$ cat src/rtl/sigma_acc.sv
// sigma_acc: accumulates a valid/ready packet of signed-magnitude terms into one saturated signed-magnitude sum
module sigma_acc #(
  parameter int N  = 16,
  parameter int F  = 8,
  parameter int G  = 4,
  parameter int CW = 8
) (
  input  logic          clk,
  input  logic          rst_n,
  input  logic          in_valid,
  output logic          in_ready,
  input  logic [N-1:0]  in_data,
  input  logic          in_last,
  output logic          out_valid,
  input  logic          out_ready,
  output logic [N-1:0]  out_data,
  output logic          out_sat,
  output logic [CW-1:0] out_count
);
  // F only documents the fixed-point scale; addition does not depend on it
  localparam int AW = N + G + 0 * F;
  localparam logic signed [AW:0] LIM = {2'b00, {(AW-1){1'b1}}};
  typedef enum logic {ACC, HOLD} state_t;
  state_t state, state_nx;
  logic up, acc_ok, isat, sticky, ovf;
  logic [CW-1:0] count, count_nx;
  logic signed [AW-1:0] acc, mag, term, sum_sat;
  logic signed [AW:0] sum;
  logic [AW-1:0] abs_sum;
  logic [N-1:0] res;
  // up keeps in_ready low until the first edge after reset release
  assign in_ready = up && state == ACC;
  assign acc_ok = in_valid && in_ready;
  always_comb begin
    mag = {{(G+1){1'b0}}, in_data[N-2:0]};
    term = in_data[N-1] ? -mag : mag;
    sum = {acc[AW-1], acc} + {term[AW-1], term};
    isat = sum > LIM || sum < -LIM;
    sum_sat = sum > LIM ? LIM[AW-1:0] : sum < -LIM ? -LIM[AW-1:0] : sum[AW-1:0];
    abs_sum = sum_sat[AW-1] ? -sum_sat : sum_sat;
    ovf = |abs_sum[AW-1:N-1];
    res = {sum_sat[AW-1], ovf ? {(N-1){1'b1}} : abs_sum[N-2:0]};
    count_nx = &count ? count : count + CW'(1);
    state_nx = state == ACC ? (acc_ok && in_last ? HOLD : ACC) : (out_ready ? ACC : HOLD);
  end
  always_ff @(posedge clk or negedge rst_n)
    if (!rst_n) begin
      state <= ACC;
      up <= 1'b0;
      acc <= '0;
      count <= '0;
      sticky <= 1'b0;
      out_valid <= 1'b0;
      out_data <= '0;
      out_sat <= 1'b0;
      out_count <= '0;
    end else begin
      up <= 1'b1;
      state <= state_nx;
      if (state == HOLD && out_ready) begin
        out_valid <= 1'b0;
        acc <= '0;
        count <= '0;
        sticky <= 1'b0;
      end else if (acc_ok) begin
        acc <= sum_sat;
        count <= count_nx;
        sticky <= sticky | isat;
        if (in_last) begin
          out_valid <= 1'b1;
          out_data <= res;
          out_sat <= ovf | sticky | isat;
          out_count <= count_nx;
        end
      end
    end
endmodule

$ cat config.mk
export PLATFORM = sky130hd
export DESIGN_NAME = sigma_acc
export DESIGN_NICKNAME = d
export VERILOG_FILES = /design/src/rtl/sigma_acc.sv
export SDC_FILE = /design/constraint.sdc
export NUM_CORES = 1
export LEC_CHECK = 0
export CORE_MARGIN = 10
export CORE_UTILIZATION = 25
export DETAILED_ROUTE_END_ITERATION = 16
export GPL_TIMING_DRIVEN = 1
export PLACE_DENSITY = 0.37
export RECOVER_POWER = 100
export SYNTH_ARGS = -nofsm -noshare
export SYNTH_HDL_FRONTEND = slang
export SYNTH_SLANG_ARGS = --single-unit
$ cat constraint.sdc
create_clock -name clk -period 12.1 [get_ports clk]
set_input_delay 2.42 -clock clk [delete_from_list [all_inputs] [get_ports clk]]
set_output_delay 2.42 -clock clk [all_outputs]
set_load 0.005 [all_outputs]
After elaboration in Yosys (flattened, before gate mapping)
Cells that the tools add are included.
{ "classes": {"addsub": 4, "n_reduce_logical": 11, "magnitude_cmp": 2, "n_mux": 18, "bitwise": 5} }
{ "op_table": {"columns": ["cell", "n"], "rows": [
  ["two-way mux 20 bit", 6],
  ["two-way mux 8 bit", 3],
  ["adder 20 x 20 -> 21 bit", 1],
  ["> comparator 21 x 20 -> 1 bit (second input constant)", 1],
  ["< comparator 21 x 20 -> 1 bit (second input constant)", 1],
  ["negator 15 -> 20 bit", 1],
  ["negator 20 bit", 1],
  ["two-way mux 15 bit", 1],
  ["adder 8 x 1 -> 8 bit (second input constant)", 1],
  ["two-way mux 1 bit", 8],
  ["AND reduction 8 bit", 1],
  ["OR reduction 5 bit", 1],
  ["logical AND 1 bit", 4],
  ["nonzero test 2 bit", 2],
  ["bitwise OR 1 bit", 3],
  ["AND reduction 3 bit", 1],
  ["NOT 1 bit", 2],
  ["AND reduction 2 bit", 1],
  ["logical OR 1 bit", 1]
]} }
{ "totals": {"ff_bits": 57} }

Depth between registers and ports, before layout
Gate-level depths: netlist of run 1.
{ "logic_depth": {"depth_word": 11, "mapped_depth": 26} }

Worst setup path before layout of run 1
OpenSTA, ideal clock, no wires.
{ "synth_path": {"path_type": "input to register", "from": "input in_data[5]", "to": "register out_data[6]", "setup_ps": 141, "slack_ps": 4424, "arrival_ps": 7536, "path_stages": 21, "path_cell_list": "or4_1 or4_1 or3_1 o21a_1 ha_1 a21oi_1 o21ai_0 mux2_2 a211oi_1 o221ai_1 a31oi_1 or2_1 buf_2 a21oi_2 ha_1 o21ai_0 nor3_1 a21o_1 a31oi_4 buf_12 a31oi_2"} }
{ "synth_via": {"elab_chain_cells": 10} }
{ "synth_lines": {"columns": ["element", "line", "text"], "rows": [
  ["start, declared", "12", "input logic [N-1:0] in_data,"],
  ["negator 15 -> 20 bit", "36", "term = in_data[N-1] ? -mag : mag;"],
  ["two-way mux 20 bit (*)", "36", null],
  ["adder 20 x 20 -> 21 bit (*)", "37", "sum = {acc[AW-1], acc} + {term[AW-1], term};"],
  ["< comparator 21 x 20 -> 1 bit", "39", "sum_sat = sum > LIM ? LIM[AW-1:0] : sum < -LIM ? -LIM[AW-1:0] : sum[AW-1:0];"],
  ["two-way mux 20 bit", "39", null],
  ["two-way mux 20 bit (*)", "39", null],
  ["negator 20 bit", "40", "abs_sum = sum_sat[AW-1] ? -sum_sat : sum_sat;"],
  ["two-way mux 20 bit (*)", "40", null],
  ["OR reduction 5 bit", "41", "ovf = |abs_sum[AW-1:N-1];"],
  ["two-way mux 15 bit (*)", "42", "res = {sum_sat[AW-1], ovf ? {(N-1){1'b1}} : abs_sum[N-2:0]};"],
  ["end signal, assigned", "71", "out_data <= res;"],
  ["end, declared", "16", "output logic [N-1:0] out_data,"]
]} }
Every way passes the cells marked *; elsewhere a longest branch is shown, timed or not.
A chain may end at the register's enable or synchronous reset.

Final worst setup path of run 1
{ "layout_path": {"from": "input in_data[3]", "to": "register out_data[8]"} }
Same word-level chain as after synthesis.

==> results of run 1 <==
cell families (layout without fill, tap and decap cells):
| family | after synthesis | in the layout | synth area share (%) |
|---|---|---|---|
| compound gates | 218 | 218 | 31.35 |
| xor+xnor | 34 | 34 | 6.199 |
| buf+inv | 47 | 81 | 4.319 |
| other cells | 1 | 1 | 0.07615 |
| mux | 2 | 2 | 0.4573 |
| simple gates | 213 | 213 | 21.21 |
| fa+ha+maj | 29 | 29 | 7.419 |
| flops | 57 | 57 | 28.96 |
metal layers:
layer / vias to the layer above / part of all wire (%)
met5: - / 0
met4: 0 / 1.7
met3: 14 / 2.9
met2: 115 / 43
met1: 2241 / 53
li1: 2317 / -
cells in the final DEF (no fill, tap or decap), types with 9 or more instances in the layout:
master / synthesis / routed
clkbuf_16: 0 / 9
nor2_1: 49 / 49
dfrtp_1: 57 / 57
a31oi_1: 15 / 15
nor3_1: 13 / 13
dlygate4sd3_1: 0 / 29
xnor2_1: 26 / 26
inv_1: 11 / 11
nand3_1: 39 / 39
a21o_1: 11 / 11
o21ai_0: 66 / 68
clkdlybuf4s50_1: 0 / 17
ha_1: 26 / 26
a21oi_1: 36 / 36
nand2_1: 54 / 54
a31oi_2: 10 / 10
stage by stage:
stage | utilization, % | total power, mW | cell area, um2 | worst slack [ns]
after CTS | 30.37 | 1.664 | 5892 | 3.160
final | 30.26 | 1.643 | 5869 | 2.462
after global placement | 28.88 | 1.408 | 5603 | 2.873
after global routing | 30.26 | 1.786 | 5869 | 1.955
after detailed placement | 28.88 | 1.396 | 5603 | 2.819
after floorplan | - | 1.077 | 4925 | 4.424
final cells by class:
type	instances	area, um2	area share [%]
Clock buffer	11	232.7	3.965
Clock inverter	5	56.30	0.9593
Inverter	11	41.29	0.7035
Multi-Input combinational cell	497	3286	55.98
Sequential cell	57	1426	24.30
Tap cell	265	331.6	5.649
Timing Repair Buffer	54	495.5	8.442
where the power goes:
| part | internal [mW] | leakage [nW] | switching [mW] |
|---|---|---|---|
| clock | 0.159 | 0.139 | 0.0978 |
| combinational | 0.389 | 1.39 | 0.731 |
| sequential | 0.235 | 0.668 | 0.0313 |
| total | 0.784 | 2.19 | 0.860 |
final timing paths:
kind                              start      endpoint  slack (ns)  cells past startpoint
max                          in_data[3]   out_data[8]        2.46                     21
min                        out_count[3]  out_count[3]        0.47                      2
min reg2reg                out_count[3]  out_count[3]        0.47                      2
max reg2reg                      acc[3]   out_data[0]        6.29                     16
min in group asynchronous         rst_n  out_count[2]        3.30                      2
max in group asynchronous         rst_n       acc[19]        6.93                      2
worst reg2reg max path, stage by stage, from the launching register on:
cell and delay (ns):
dfrtp_1 0.38, ha_1 0.41, a21o_1 0.25, a221o_2 0.49, a211oi_4 0.39, a211oi_1 0.15
o221ai_1 0.12, clkbuf_1 0.59, a21oi_1 0.19, clkbuf_1 0.42, nor3_1 0.53, ha_1 0.51
o21ai_0 0.31, nor4_1 0.30, o22ai_1 0.14, o32a_4 0.33, a31oi_1 0.20
registers in the layout, summed over array words and instances, names as in the netlist:
name	flops
count	8
out_sat	1
out_valid	1
out_count	8
out_data	16
acc	20
sticky	1
up	1
state	1
==> results.py, run 1 <==
metrics = {
    "clocking": {
        "clock_latency_ns": 0.34,
        "path_clk_slew_ns": 0.05,
        "cts_made_buffers": 9,
        "hold_buffers": 0,
        "ctsRootBufferMaster": "clkbuf_16",
        "postCtsResizedCells": 0,
        "postCtsSetupRepairBufs": 0,
        "cts_tree": "done",
        "cts_sinks": 57,
        "htreeDepth": 3,
        "clk_path_buf_depth": 2,
    },
    "floorplan": {
        "ios": 48,
        "die_area_um2": 25710,
        "rows": 51,
        "die_y_um": 160.4,
        "start_util_pct": 25.39,
        "fp.dieW_um": 160.4,
        "core-area_um2": 19400,
    },
    "logic_synthesis": {
        "synth_top_cell_by_area": "dfrtp_1",
        "yosysMostFrequentCell": "o21ai_0",
        "seq_area_frac_synth_pct": 28.96,
        "syn_area_um2": 4925,
        "ys.flop_type": "dfrtp_1",
        "synth.ff_latch_count": 57,
        "yosysTopAreaCellShare_pct": 28.96,
        "syn_inst": 601,
        "syn_nets": 649,
        "yosysWarnings": 0,
        "synth_cell_type_count": 79,
        "synth_common_cells": "o21ai_0 (66), dfrtp_1 (57), nand2_1 (54), nor2_1 (49), nand3_1 (39)",
        "synth.avg_cell_area_um2": 8.194,
        "synth_area_leaders": "dfrtp_1 (29%), o21ai_0 (6.7%), ha_1 (6.6%)",
        "synth_edf_count": 0,
        "synthArstFlopShare_pct": 100.0,
    },
    "sta": {
        "fin_crit_sh_pct": 79.65,
        "rsz0062_at_grt": "no",
        "relSlewSlack_pct": -121.9,
        "hold-worst-slack_ns": 0.4722,
        "finalSetupViolCount": 0,
        "fmax_ghz": 0.1038,
        "tightestPinTransition_ns": 3.329,
        "period_needed_ns": 9.638,
        "clock_skew_ns": 0.008774,
        "setup_tns_ns": 0,
        "final_hold_viol_count": 0,
        "finalMaxSlewViolations": 103,
    },
    "grt": {
        "grt_use_met3_pct": 1.457,
        "grt_pass1_wl_mm": 25.59,
        "overflow": 0,
        "track_usage_pct": 12.25,
        "grt_pass1_vias": 4562,
        "grt_antenna_before_repair": 0,
        "top_usage_layer": "met2",
        "grt_max_degree": 58,
        "met1_usage_pct": 17.71,
        "met2_usage_pct": 18.25,
    },
    "drt": {
        "drtAntennaViolNets": 0,
        "drt_pass1_iterations": 5,
        "vias": 4687,
        "dr.first_iter.drc_count": 500,
        "wl_per_cell_um": 17.55,
        "viasPerCell": 5.208,
        "wirelength_mm": 15.79,
        "drc": 0,
    },
    "placement": {
        "io_buffers": 47,
        "dpl.cell_count": 884,
        "post-dp-hpwl_mm": 12.05,
        "gp_congestion": 0.8599,
    },
    "power": {
        "leakage_nw": 2.193,
        "irDropWorstVdd_uv": 80.21,
        "power_per_cell_area_nw_per_um2": 280.0,
    },
    "worst_setup_path": {
        "worstPathCellList": "dlygate4sd3_1, or4_1, or4_1, or3_1, o21a_1, ha_1, a21oi_1, o21ai_0, mux2_2, a211oi_1, o221ai_1, clkbuf_1, a21oi_1, clkbuf_1, nor3_1, ha_1, o21ai_0, nor3_1, a21o_1, a31oi_4, a31oi_2",
        "crit_fanout": 19,
        "cp_slowest_cell": "clkbuf_1",
        "slowest_delay_ns": 0.69,
        "critical_path_buf_inv_count": 3,
        "cp.arrival_ns": 9.82,
        "path_class": "in2reg",
        "endpoint_kind": "register",
        "crit_family": "compound AO/OA/AOI/OAI gates",
        "critPathLaunchType": "primary input",
        "cp.required_ns": 12.28,
    },
    "final_layout": {
        "syn2layout_area_growth_pct": 19.18,
        "nets": 678,
        "drive_above_1_share_pct": 7.559,
        "num_antenna_cells": 0,
        "stdcell_count": 900,
        "fillers": 2113,
    },
    "run_status": {
        "violations": "max-capacitance violations, max-slew violations",
        "status": "finished, violations left",
    },
    "min_path": {
        "min_path_type": "reg2reg",
    },
    "flow_run": {
        "max_cap_viol_count": 2,
    },
}
No activity file was read; power rests on OpenSTA's default activity.
==> inputs of run 2 (changes only) <==
Clock period 12.1 ns to 9.8 ns, I/O delays scaled along.
==> run 2 against run 1 <==
Compared with the run above:
- the run still ends with max-capacitance violations, max-slew violations left
- routed wire length increased by 0.62%
- core utilization decreased by 0.090 points
- non-clock buffer count unchanged
- count of clock-buffer cells in the layout unchanged
- global-route usage about the same
- combinational power increased by 24%
- sequential power increased by 24%
- sequential cell count unchanged
- via count about the same
- critical path type unchanged
==> results.py, run 2 (synthesized netlist as in run 1, its figures left out) <==
metrics = {
    "drt": {
        "wl_met2_mm": 6.768,
        "wl_per_cell_um": 17.66,
        "wirelength_mm": 15.89,
        "viasPerCell": 5.211,
        "drt-met1-wl_mm": 8.420,
        "highest_layer": "met4",
        "met3_length_um": 502,
        "dr.first_iter.drc_count": 392,
        "vias": 4690,
        "drtAntennaViolNets": 0,
        "drc": 0,
        "drt_pass1_iterations": 5,
    },
    "clocking": {
        "postCtsResizedCells": 0,
        "hold_buffers": 0,
        "htreeDepth": 3,
        "clk_path_buf_depth": 2,
        "clock_latency_ns": 0.35,
        "ctsRootBufferMaster": "clkbuf_16",
        "cts_tree": "done",
        "path_clk_slew_ns": 0.05,
        "postCtsSetupRepairBufs": 0,
        "cts_made_buffers": 9,
        "cts_sinks": 57,
    },
    "final_layout": {
        "layout_commonest_cell": "o21ai_0",
        "drive_above_1_share_pct": 7.717,
        "syn2layout_area_growth_pct": 18.83,
        "multi_input_area_um2": 3267,
        "regMostFlops": "acc",
        "final_cell_mix": "o21ai_0 (67), dfrtp_1 (57), nand2_1 (54)",
        "largest_reg_flops": 20,
        "num_antenna_cells": 0,
        "nets": 678,
        "regArea_um2": 1426,
        "finish.utilization_pct": 30.17,
        "reg_top3": "acc (20), out_data (16)",
        "fillers": 2113,
    },
    "placement": {
        "gp_congestion": 0.8435,
        "place_ws_ns": 0.6387,
        "post-dp-hpwl_mm": 12.12,
        "io_buffers": 47,
    },
    "sta": {
        "finalSetupViolCount": 0,
        "final_hold_viol_count": 0,
        "tightestPinTransition_ns": 3.409,
        "fmax_ghz": 0.1098,
        "finalMaxSlewViolations": 58,
        "setup_slack_ns": 0.6956,
        "hold-worst-slack_ns": 0.4701,
        "rsz0062_at_grt": "no",
        "setup_tns_ns": 0,
        "fin_crit_sh_pct": 92.90,
        "period_needed_ns": 9.104,
        "relSlewSlack_pct": -127.3,
        "clock_skew_ns": 0.009471,
    },
    "floorplan": {
        "rows": 51,
        "die_area_um2": 25710,
        "die_y_um": 160.4,
        "fp.dieW_um": 160.4,
        "ios": 48,
        "core-area_um2": 19400,
        "start_util_pct": 25.39,
    },
    "worst_setup_path": {
        "cp_slowest_cell": "or4_1",
        "slowest_delay_ns": 0.59,
        "cp.required_ns": 9.99,
        "r2r_slack_ns": 3.81,
        "r2r_start": "acc[0]",
        "cp.arrival_ns": 9.29,
        "critPathLaunchType": "primary input",
        "crit_fanout": 16,
        "path_class": "in2reg",
        "ff2ff_path_depth": 17,
        "endpoint_kind": "register",
        "rr_endpoint": "out_data[11]",
        "worstPathCellList": "dlygate4sd3_1, or4_1, or4_1, or3_1, o21a_1, ha_1, a21oi_1, o21ai_0, mux2_2, a211oi_1, o221ai_1, buf_4, a31oi_1, nor2_1, nor3_1, ha_1, and3_1, nand4_1, a31oi_4, a31oi_1",
    },
    "min_path": {
        "min_delay_path_depth": 2,
        "min_path_type": "reg2reg",
        "hold_start": "sticky",
        "hold_end": "sticky",
    },
    "grt": {
        "grt_pass1_vias": 4593,
        "grt_antenna_before_repair": 0,
        "grt_max_degree": 58,
        "track_usage_pct": 12.23,
        "grt_pass1_wl_mm": 25.74,
        "overflow": 0,
    },
    "run_status": {
        "violations": "max-capacitance violations, max-slew violations",
        "status": "finished, violations left",
    },
    "power": {
        "irDropWorstVdd_uv": 105.2,
        "power_per_cell_area_nw_per_um2": 345.8,
        "leakage_nw": 2.198,
    },
    "flow_run": {
        "max_cap_viol_count": 1,
    },
}
[run 2: layout make-up]
class | count | area share (%)
inverters | 11 | 0.7056
clock buffers | 11 | 4.148
well taps | 265 | 5.666
clock inverters | 5 | 0.6842
repair buffers | 54 | 8.595
flip-flops and latches | 57 | 24.37
multi-input cells | 497 | 55.83
[run 2: worst max-delay path by stage]
stage | startpoint | endpoint | slack, ns | cells after the start
floorplan | in_data[5] | out_data[6] | 2.58 | 21
global route | in_data[5] | out_data[11] | 0.23 | 21
global placement | in_data[5] | out_data[0] | 0.62 | 20
finish | in_data[5] | out_data[11] | 0.70 | 20
CTS | in_data[5] | out_sat | 0.93 | 20
detailed placement | in_data[5] | out_data[1] | 0.64 | 20
[run 2: critical path, delay by kind of cell]
family | cells | cell delay (ns)
AND/OR/NAND/NOR | 7 | 2.75
multiplexers | 1 | 0.38
buffers and inverters | 2 | 0.80
adder cells (fa/ha/maj) | 2 | 0.95
AO/OA/AOI/OAI | 8 | 2.43
[run 2: routing by layer]
metal / vias up / GRT usage, %
li1: 2323 / -
met1: 2239 / 17.64
met2: 113 / 18.40
met3: 15 / 1.789
met4: 0 / 3.506
met5: - / 0
[run 2: report_power, final]
part	internal (mW)	leakage [nW]	switching [mW]
Combinational	0.487	1.39	0.901
Clock	0.180	0.140	0.126
Sequential	0.290	0.668	0.0401
Total	0.956	2.20	1.07
[run 2: stage by stage]
step / total power [mW] / cells / instance area [um2]
after floorplan: 1.329 / 601 / 4925
after global placement: 1.747 / 884 / 5605
after detailed placement: 1.733 / 884 / 5605
after CTS: 2.053 / 900 / 5888
after global routing: 2.194 / 900 / 5852
final: 2.024 / 900 / 5852
